### src/rtl/jk_mod_counter.sv
// Modulo-MODULUS up/down counter built from a bank of JK flip-flop cells.
// Each cell's J/K excitation comes from the current count and the selected next count.
module jk_mod_counter #(
    parameter int WIDTH   = 4,
    parameter int MODULUS = 10
) (
    input  logic             clk,
    input  logic             reset,
    input  logic             en,
    input  logic             up,
    input  logic             load,
    input  logic [WIDTH-1:0] din,
    output logic [WIDTH-1:0] q,
    output logic [WIDTH-1:0] qb,
    output logic [WIDTH-1:0] j_vec,
    output logic [WIDTH-1:0] k_vec,
    output logic             tc,
    output logic             wrap,
    output logic             load_err
);

    // Range checks use one extra bit so MODULUS == 2**WIDTH stays representable.
    localparam logic [WIDTH:0]   MOD_V = (WIDTH+1)'(MODULUS);
    localparam logic [WIDTH-1:0] LAST  = WIDTH'(MODULUS - 1);

    logic [WIDTH-1:0] state;
    logic [WIDTH-1:0] n;
    logic             din_ok;
    logic             at_last;
    logic             at_zero;

    function automatic logic [WIDTH-1:0] jk_step(
        input logic [WIDTH-1:0] j,
        input logic [WIDTH-1:0] k,
        input logic [WIDTH-1:0] cur
    );
        return (j & ~cur) | (~k & cur);
    endfunction

    assign din_ok  = {1'b0, din} < MOD_V;
    assign at_last = (state == LAST);
    assign at_zero = (state == '0);

    always_comb begin
        n = state;
        if (load)
            n = din_ok ? din : '0;
        else if (en && up)
            n = at_last ? '0 : state + WIDTH'(1);
        else if (en)
            n = at_zero ? LAST : state - WIDTH'(1);
    end

    // Set/clear excitation only: a toggle shows up as J or K depending on the current bit.
    assign j_vec = ~state & n;
    assign k_vec = state & ~n;

    assign tc = en & ~load & ((up & at_last) | (~up & at_zero));

    always_ff @(posedge clk or posedge reset) begin
        if (reset) begin
            state    <= '0;
            wrap     <= 1'b0;
            load_err <= 1'b0;
        end else begin
            state    <= jk_step(j_vec, k_vec, state);
            wrap     <= tc;
            load_err <= load & ~din_ok;
        end
    end

    assign q  = state;
    assign qb = ~state;

endmodule

### config.mk
export PLATFORM = sky130hd
export DESIGN_NAME = jk_mod_counter
export DESIGN_NICKNAME = d
export VERILOG_FILES = /design/src/rtl/jk_mod_counter.sv
export SDC_FILE = /design/constraint.sdc
export NUM_CORES = 1
export LEC_CHECK = 0
export BUFFER_PORTS_ARGS = -buffer_cell sky130_fd_sc_hd__buf_2
export CAP_MARGIN = 40
export CORE_UTILIZATION = 35
export DETAILED_ROUTE_END_ITERATION = 12
export SYNTH_ARGS = -nofsm -noshare
export SYNTH_HDL_FRONTEND = slang
export SYNTH_SLANG_ARGS = --single-unit
### constraint.sdc
create_clock -name clk -period 4.76 [get_ports clk]
set_clock_uncertainty 0.2 [all_clocks]
set_input_delay 0.238 -clock clk [delete_from_list [all_inputs] [get_ports clk]]
set_output_delay 0.238 -clock clk [all_outputs]
set_load 0.01 [all_outputs]
======== After elaboration in Yosys (flattened, before gate mapping) ========
Index checks and enable logic that the tools add are counted.
cells by class
  $add $sub $neg .......................... 2
  multipliers ............................. 0
  divide/modulo/power cells ............... 0
  order comparisons ....................... 1
  equality and inequality tests ........... 1
  shift-type cells ........................ 0
  muxes and demuxes ....................... 6
  bitwise operators ....................... 17
  reductions and logical operators ........ 2
operators by type and width
  operator                                                             number
  4-bit 2-to-1 mux                                                     6
  4-bit AND                                                            4
  4-bit inverter                                                       3
  1-bit AND                                                            5
  4-bit by 1-bit adder with 4-bit output (second input constant)       1
  4-bit == test (second input constant)                                1
  4-bit logical NOT                                                    1
  4-bit < comparator (second input constant)                           1
  4-bit bitwise OR                                                     1
  4-bit by 1-bit subtractor with 4-bit output (second input constant)  1
  1-bit inverter                                                       3
  1-bit logical AND                                                    1
  1-bit bitwise OR                                                     1
word-level totals
  bits in registers ....................... 6
  bits in latches ......................... 0
  memory bits (writable) .................. 0
  bits in read-only memories .............. 0
  input port bits ......................... 9
  output and inout bits ................... 19
  logic and storage cells ................. 32
  memories kept ........................... 0

======== Logic depth before layout (Yosys ltp) ========
Gate-level depths: netlist of the first run.
  depth after elaboration ................. 10
  mapped depth ............................ 7
  gate-level depth less buffers ........... 6

======== Worst setup path after synthesis of the first run ========
OpenSTA, ideal clock, no wires.
  kind .................................... flip-flop to output port
  from .................................... reg state[0] (netlist: q[0])
  to ...................................... out k_vec[1]
  data arrival time ....................... 1.951 ns
  path slack .............................. 2.371 ns
  stages on the path, launching flop included .. 8
  path buffers ............................ 1
  path through ............................ dfrtp_1 clkbuf_2 inv_1 ha_1 or3b_4 o211a_1 a311oi_2 a31o_1
between the ends
  cells in the longest elaborated chain, start to end .. 7
RTL lines
  item                                                                              line    text
  from (decl)                                                                       26      logic [WIDTH-1:0] state;
  from (signal assigned)                                                            66      state <= jk_step(j_vec, k_vec, state);
  4-bit by 1-bit subtractor with 4-bit output or 4-bit logical NOT (tied branches)  51, 42
  4-bit 2-to-1 mux                                                                  51      n = at_zero ? LAST : state - WIDTH'(1);
  4-bit 2-to-1 mux                                                                  50      else if (en)
  4-bit 2-to-1 mux (*)                                                              48      else if (en && up)
  4-bit 2-to-1 mux (*)                                                              46      if (load)
  4-bit inverter (*)                                                                56      assign k_vec = state & ~n;
  4-bit AND (*)                                                                     56
  to (decl)                                                                         16      output logic [WIDTH-1:0] k_vec,
Mark *: on every way between the ends. The rest lies on a longest branch, timed or not.

======== Worst setup path after layout of the first run ========
Ends and elaborated chain as after synthesis.

==> results of run 1 <==
==> sequential cells by signal, indices dropped and copies added, names as in the netlist <==
register	flops
load_err	1
wrap	1
q	4
==> cell families after synthesis <==
| kind of cell | Yosys count | synth area share [%] |
|---|---|---|
| mux | 1 | 1.62 |
| compound gates | 26 | 31.3 |
| buf+inv | 13 | 10.5 |
| fa+ha+maj | 3 | 6.06 |
| flops | 6 | 24.2 |
| xor+xnor | 2 | 2.83 |
| simple gates | 22 | 23.4 |
==> cells in the mapped netlist, drive strengths merged, types with 2 or more instances <==
cell and count:
a211oi 2, a21oi 6, and2 3, buf 2
clkbuf 3, dfrtp 6, ha 3, inv 8
nand2 4, nand3 2, nor2 2, nor2b 2
nor3 3, o21ai 5, o31ai 2, xnor2 2
==> cells in the final DEF, fill, tap and decap left out, drive strengths merged <==
master and instances:
buf 27, inv 8, a21oi 6, dfrtp 6, o21ai 5, nand2 4, nor3 3, ha 3
clkbuf 3, and2 3, nor2b 2, a211oi 2, nor2 2, nand3 2, xnor2 2, o31ai 2
a21bo 1, mux2i 1, a32o 1, a21o 1, o21a 1, or3b 1, o211a 1, a311oi 1
a31o 1, nand2b 1, o211ai 1, and3b 1, o22ai 1, nor3b 1, nor4b 1, nand4 1
o41ai 1, o311a 1, dlygate4sd3 1
==> worst min-delay path, stage by stage <==
cell     delay, ns
buf_2         0.10
nand3_1       0.09
o31ai_1       0.08
==> power by group <==
| group | leakage [nW] | total [mW] | switching, mW | internal [mW] |
|---|---|---|---|---|
| Sequential | 0.0759 | 0.0698 | 0.0140 | 0.0558 |
| Combinational | 0.313 | 0.0850 | 0.0448 | 0.0402 |
| Clock | 0.0138 | 0.0476 | 0.0190 | 0.0286 |
| Total | 0.403 | 0.202 | 0.0779 | 0.125 |
==> how the worst min path moves through the flow <==
stage	depth (start not counted)	end
floorplan	1	load_err$_DFF_PP0_
global placement	2	wrap$_DFF_PP0_
detailed placement	2	wrap$_DFF_PP0_
CTS	3	q[3]$_DFF_PP0_
global route	3	load_err$_DFF_PP0_
finish	3	q[3]$_DFF_PP0_
==> per-layer routing <==
| metal | vias to the layer above | wire [um] | track usage [%] |
|---|---|---|---|
| li1 | 316 | - | - |
| met5 | - | 0 | 0 |
| met1 | 286 | 798 | 23.7 |
| met4 | 0 | 0 | 7.27 |
| met3 | 0 | 70 | 2.45 |
| met2 | 21 | 675 | 25.6 |
==> timing repair <==
item	CTS	global route
hold buffers	1	0
resized for setup	0	0
hold endpoints to repair	6	0
endpoints found under the setup margin	0	0
==> area by class of cell <==
class	instances	area [um2]
Fill cell	158	805
Multi-Input combinational cell	54	404
Sequential cell	6	150
Timing Repair Buffer	28	145
Inverter	8	30.0
Clock buffer	3	22.5
Tap cell	16	20.0
==> impl_metrics.env, run 1 <==
export IMPL_status="finished, violations left"
export IMPL_violations="design-rule violations"
export IMPL_syn_to_final_growth_pct=24.6
export IMPL_synth_top_area_cell="dfrtp_1"
export IMPL_antenna_found_initial=0
export IMPL_grt_pass1_wl_um=2450
export IMPL_min_from="din[3]"
export IMPL_endpoint_kind="primary output"
export IMPL_synthFlopType="dfrtp_1"
export IMPL_total_power_mw=0.202
export IMPL_die_area_um2=1940
export IMPL_synth_edff_count=0
export IMPL_hold_viol=0
export IMPL_synth_area_top_cells="dfrtp_1 (24%), ha_1 (6.1%), a21oi_1 (4.8%)"
export IMPL_htreeDepth=1
export IMPL_synthCells=73
export IMPL_clkSinkCount=6
export IMPL_path_class="flop to primary output"
export IMPL_setup_viol=0
export IMPL_dpl_hpwl_um=1160
export IMPL_crit_family="compound AO/OA/AOI/OAI gates"
export IMPL_ys_ff_latch=6
export IMPL_slew_headroom_pct=71.8
export IMPL_tightest_slew_ns=0.423
export IMPL_die_width_um=44.1
export IMPL_cp_max_fo=11
export IMPL_crit_chain="inv_1 -> ha_1 -> or3b_4 -> o211a_1 -> a311oi_2 -> a31o_1 -> buf_2"
export IMPL_yosys_area_top_type_share_pct=24.2
export IMPL_crit_path_start_kind="flop"
export IMPL_path_buf_inv=2
export IMPL_final_nets=113
export IMPL_grt_overflow_total=0
export IMPL_avgSynthCellArea_um2=8.48
export IMPL_fin_crit_ns=2.70
export IMPL_post_cts_setup_buffer_count=0
export IMPL_drive_above_1_share_pct=36.4
export IMPL_cts_made_buffers=3
export IMPL_fin_tns_setup_ns=0
export IMPL_startpoint="q[0]$_DFF_PP0_"
export IMPL_pre_cts_ws_ns=2.33
export IMPL_worstHoldPathType="input pin to flop"
export IMPL_reg2reg_to="q[1]$_DFF_PP0_"
export IMPL_clock_fmax_mhz=370
export IMPL_start_util_pct=39.3
export IMPL_fin_crit_sh_pct=56.8
export IMPL_synth_distinct_cells=36
export IMPL_grt_usage_pct=16.8
export IMPL_setup_slack_ns=2.06
export IMPL_rrSetupSlack_ns=2.61
export IMPL_fp_row_count=14
export IMPL_core_area_um2=1580
export IMPL_synth_seq_area_share_pct=24.2
export IMPL_grt_pass1_vias=542
export IMPL_die_height_um=44.1
export IMPL_maxCapViolCount=0
export IMPL_slowest_delay_ns=0.50
export IMPL_vdd_drop_max_uv=93.5
export IMPL_r2r_start="q[0]$_DFF_PP0_"
export IMPL_path_depth=7
export IMPL_ys_warnings_count=0
export IMPL_clockBufferDepth=2
export IMPL_io_buffer_count=27
export IMPL_io_pins=28
export IMPL_cts_tree="built"
export IMPL_whs_ns=0.105
export IMPL_antenna_left=0
export IMPL_place_inst=111
export IMPL_synthArstFlopShare_pct=100
export IMPL_grt_setup_unrepaired="no"
export IMPL_critical_path_slowest_cell="dfrtp_1"
export IMPL_wire_per_inst_um=13.4
export IMPL_drtPass1Iterations=8
export IMPL_crit_arrival_ns=2.27
export IMPL_syn_cell_area_um2=619
export IMPL_slew_violations=0
export IMPL_grt_max_degree=13
export IMPL_antenna_cells=0
export IMPL_required_ns=4.32
export IMPL_clkTransAtPathRegs_ns=0.05
export IMPL_worst_r2r_cell_count=6
export IMPL_powerDensity_nw_per_um2=262
export IMPL_setup_worst_path_end="k_vec[1]"
export IMPL_avgViaCountPerCell=5.42
export IMPL_synth_fp_nets=85
export IMPL_drt_iter0_markers=20
export IMPL_cts_root_buf="clkbuf_4"
export IMPL_insertion_delay_ns=0.24
export IMPL_post_route_util_pct=49.0
export IMPL_gp_congestion=0.798
export IMPL_dr_total_vias=623
export IMPL_final_cells=115
export IMPL_design_area_um2=772
export IMPL_place_area_um2=739
export IMPL_routed_wirelength_um=1540
export IMPL_power_leakage_nw=0.403
export IMPL_drcViolationCount=3
Power figures use the tool's default switching activity.
==> run 2: changes to the inputs <==
- clock period: 4.76 -> 2.8 ns (I/O delays scaled with it)
==> impl_metrics.env, run 2 (synthesized netlist as in run 1, its figures left out) <==
export IMPL_dpl_hpwl_um=1160
export IMPL_largest_reg_flops=4
export IMPL_crit_arrival_ns=2.27
export IMPL_worstHoldPathType="input pin to flop"
export IMPL_crit_path_start_kind="flop"
export IMPL_final_cell_mix="buf_2 (27), inv_1 (8), a21oi_1 (6), dfrtp_1 (6), o21ai_0 (5)"
export IMPL_grt_pass1_vias=536
export IMPL_drtPass1Iterations=8
export IMPL_die_area_um2=1940
export IMPL_antenna_left=0
export IMPL_antenna_found_initial=0
export IMPL_setup_viol=0
export IMPL_ctsResizeCount=0
export IMPL_avgViaCountPerCell=5.45
export IMPL_fin_tns_setup_ns=0
export IMPL_grt_overflow_total=0
export IMPL_clockBufferDepth=2
export IMPL_reg2reg_to="q[1]$_DFF_PP0_"
export IMPL_min_from="din[0]"
export IMPL_tightest_slew_ns=0.423
export IMPL_r2r_start="q[0]$_DFF_PP0_"
export IMPL_rrSetupSlack_ns=0.65
export IMPL_power_leakage_nw=0.407
export IMPL_fin_crit_sh_pct=93.1
export IMPL_postCtsHoldBufs=2
export IMPL_hold_depth=3
export IMPL_wire_per_inst_um=13.3
export IMPL_required_ns=2.46
export IMPL_worst_hold_path_endpoint="q[0]$_DFF_PP0_"
export IMPL_grt_usage_pct=16.7
export IMPL_post_cts_setup_buffer_count=0
export IMPL_slew_violations=0
export IMPL_io_pins=28
export IMPL_die_width_um=44.1
export IMPL_maxCapViolCount=0
export IMPL_drive_above_1_share_pct=36.0
export IMPL_clkSinkCount=6
export IMPL_start_util_pct=39.3
export IMPL_routed_wirelength_um=1540
export IMPL_status="finished, violations left"
export IMPL_insertion_delay_ns=0.24
export IMPL_final_nets=114
export IMPL_die_height_um=44.1
export IMPL_clock_fmax_mhz=384
export IMPL_drt_iter0_markers=20
export IMPL_slew_headroom_pct=71.8
export IMPL_fin_crit_ns=2.61
export IMPL_cts_root_buf="clkbuf_4"
export IMPL_drcViolationCount=3
export IMPL_io_buffer_count=27
export IMPL_hold_viol=0
export IMPL_fp_row_count=14
export IMPL_cts_made_buffers=3
export IMPL_clkTransAtPathRegs_ns=0.05
export IMPL_gp_congestion=0.798
export IMPL_grt_setup_unrepaired="no"
export IMPL_grt_max_degree=13
export IMPL_core_area_um2=1580
export IMPL_vdd_drop_max_uv=159
export IMPL_endpoint_kind="primary output"
export IMPL_htreeDepth=1
export IMPL_cts_tree="built"
export IMPL_cp_max_fo=11
export IMPL_fillCellCount=156
export IMPL_layout_commonest_cell="buf_2"
export IMPL_violations="design-rule violations"
export IMPL_post_route_util_pct=49.6
export IMPL_worst_r2r_cell_count=6
export IMPL_grt_pass1_wl_um=2440
export IMPL_dr_total_vias=632
export IMPL_powerDensity_nw_per_um2=441
export IMPL_path_class="flop to primary output"
export IMPL_syn_to_final_growth_pct=26.3
export IMPL_antenna_cells=0
[run 2: critical path: stages, from the launching register on]
cell,delay (ns)
dfrtp_1,0.50
inv_1,0.12
ha_1,0.22
or3b_4,0.41
o211a_1,0.13
a311oi_2,0.33
a31o_1,0.19
buf_2,0.12
[run 2: layout make-up]
type	instances	area (um2)	share of cell area, %
Clock buffer	3	22.5	2.88
Inverter	8	30.0	3.84
Multi-Input combinational cell	54	404	51.7
Sequential cell	6	150	19.2
Tap cell	16	20.0	2.56
Timing Repair Buffer	29	155	19.8
[run 2: power breakdown]
part / leakage [nW] / internal, mW / switching [mW] / total (mW)
logic: 0.317 / 0.0692 / 0.0763 / 0.145
registers: 0.0759 / 0.0948 / 0.0238 / 0.119
clock network: 0.0138 / 0.0486 / 0.0323 / 0.0808
total: 0.407 / 0.213 / 0.132 / 0.345
[run 2: stage by stage]
stage / instances / hold WS [ns] / setup WS [ns] / cell area (um2) / total power [mW]
4_1_cts: 116 / 0.00576 / 0.188 / 782 / 0.349
3_5_place_dp: 111 / -0.139 / 0.466 / 739 / 0.263
5_1_grt: 116 / 0.0315 / 0.0643 / 782 / 0.370
2_1_floorplan: 73 / -0.269 / 0.509 / 619 / 0.220
3_3_place_gp: 111 / -0.136 / 0.541 / 739 / 0.262
6_report: 116 / 0.0191 / 0.194 / 782 / 0.345
[run 2: metal layers]
layer / up-vias / track usage, % / part of all wire [%]
met5: - / 0 / 0
met4: 0 / 7.27 / 0
met3: 0 / 2.45 / 4.8
met2: 25 / 25.6 / 44
met1: 289 / 23.4 / 51
li1: 318 / - / -
[run 2: worst max path at each step]
| stage | cells past startpoint | start | endpoint | slack, ns |
|---|---|---|---|---|
| final | 7 | q[0]$_DFF_PP0_ | k_vec[1] | 0.19 |
| after global routing | 7 | q[1]$_DFF_PP0_ | k_vec[1] | 0.06 |
| after CTS | 7 | q[1]$_DFF_PP0_ | k_vec[1] | 0.19 |
| after detailed placement | 7 | q[0]$_DFF_PP0_ | k_vec[1] | 0.47 |
| after global placement | 7 | q[0]$_DFF_PP0_ | k_vec[1] | 0.54 |
| after floorplan | 7 | q[0]$_DFF_PP0_ | k_vec[1] | 0.51 |
==> run 3: changes to the inputs <==
- BUFFER_PORTS_ARGS: -buffer_cell sky130_fd_sc_hd__buf_2 -> -buffer_cell sky130_fd_sc_hd__buf_4
- SLEW_MARGIN: not set -> 40
==> impl_metrics.env, run 3 (synthesized netlist as in run 1, its figures left out) <==
export IMPL_vdd_drop_max_uv=186
export IMPL_design_area_um2=880
export IMPL_grt_pass1_wl_um=2730
export IMPL_antenna_cells=0
export IMPL_fp_row_count=14
export IMPL_io_pins=28
export IMPL_antenna_found_initial=0
export IMPL_clkTransAtPathRegs_ns=0.04
export IMPL_wire_per_inst_um=14.5
export IMPL_whs_ns=0.0238
export IMPL_grt_setup_unrepaired="no"
export IMPL_drcViolationCount=1
export IMPL_cp_max_fo=11
export IMPL_fin_crit_ns=2.59
export IMPL_worstHoldPathType="input pin to flop"
export IMPL_routed_wirelength_um=1730
export IMPL_die_area_um2=1940
export IMPL_dr_total_vias=674
export IMPL_crit_arrival_ns=2.25
export IMPL_die_width_um=44.1
export IMPL_postCtsHoldBufs=5
export IMPL_ctsResizeCount=0
export IMPL_fin_tns_setup_ns=0
export IMPL_die_height_um=44.1
export IMPL_largest_reg_flops=4
export IMPL_slew_violations=0
export IMPL_worst_r2r_cell_count=7
export IMPL_final_cells=119
export IMPL_tightest_slew_ns=0.456
export IMPL_hold_depth=3
export IMPL_powerDensity_nw_per_um2=423
export IMPL_required_ns=2.46
export IMPL_place_inst=111
export IMPL_final_cell_mix="buf_4 (27), inv_1 (8), a21oi_1 (6), dfrtp_1 (6)"
export IMPL_final_nets=117
export IMPL_clkSinkCount=6
export IMPL_clock_fmax_mhz=386
export IMPL_endpoint_kind="primary output"
export IMPL_io_buffer_count=27
export IMPL_cts_made_buffers=3
export IMPL_layout_commonest_cell="buf_4"
export IMPL_avgViaCountPerCell=5.66
export IMPL_syn_to_final_growth_pct=42.0
export IMPL_fin_crit_sh_pct=92.6
export IMPL_place_area_um2=807
export IMPL_insertion_delay_ns=0.24
export IMPL_setup_slack_ns=0.208
export IMPL_cts_tree="built"
export IMPL_gp_congestion=0.825
export IMPL_post_cts_setup_buffer_count=0
export IMPL_maxCapViolCount=0
export IMPL_drtPass1Iterations=10
export IMPL_fillCellCount=160
export IMPL_drive_above_1_share_pct=35.0
export IMPL_dpl_hpwl_um=1290
export IMPL_grt_overflow_total=0
export IMPL_grt_max_degree=13
export IMPL_setup_viol=0
export IMPL_slew_headroom_pct=69.6
export IMPL_grt_usage_pct=19.3
export IMPL_hold_viol=0
export IMPL_antenna_left=0
export IMPL_drt_iter0_markers=14
export IMPL_violations="design-rule violations"
export IMPL_post_route_util_pct=55.8
export IMPL_grt_pass1_vias=605
export IMPL_status="finished, violations left"
export IMPL_power_leakage_nw=0.440
export IMPL_crit_path_start_kind="flop"
export IMPL_cts_root_buf="clkbuf_4"
export IMPL_pre_cts_ws_ns=0.472
export IMPL_start_util_pct=39.3
export IMPL_path_class="flop to primary output"
export IMPL_total_power_mw=0.372
export IMPL_core_area_um2=1580
export IMPL_htreeDepth=1
export IMPL_clockBufferDepth=2
## run 3: layout make-up
| class | count | area, um2 | area share [%] |
|---|---|---|---|
| clock buffers | 3 | 22.5 | 2.56 |
| inverters | 8 | 30.0 | 3.41 |
| multi-input cells | 54 | 404 | 45.9 |
| flip-flops and latches | 6 | 150 | 17.1 |
| well taps | 16 | 20.0 | 2.28 |
| repair buffers | 32 | 253 | 28.7 |
## run 3: per-layer routing
layer  up-vias  share of wire (%)  global-route usage (%)
li1        327                  -                       -
met1       318                 48                    25.0
met2        29                 46                    31.8
met3         0                6.6                    4.90
met4         0                  0                    5.45
met5         -                  0                       0
## run 3: report_power, final
group / switching (mW) / internal, mW
sequential: 0.0254 / 0.0948
clock: 0.0312 / 0.0485
combinational: 0.0801 / 0.0917
## run 3: path summary, 6_finish.rpt
kind                       slack, ns            from                 end
min in group asynchronous       0.17           reset  load_err$_DFF_PP0_
hold / removal                  0.02          din[3]  load_err$_DFF_PP0_
max in group asynchronous       2.04           reset      q[1]$_DFF_PP0_
setup reg to reg                0.25  q[0]$_DFF_PP0_      q[3]$_DFF_PP0_
setup / recovery                0.21  q[0]$_DFF_PP0_            k_vec[1]
hold reg to reg                 0.51  q[1]$_DFF_PP0_      q[1]$_DFF_PP0_
## run 3: critical path: stages (launching register included)
cell and delay, ns:
dfrtp_1 0.51, inv_1 0.14, ha_1 0.21, or3b_4 0.41
o211a_1 0.13, a311oi_2 0.31, a31o_1 0.19, buf_4 0.11
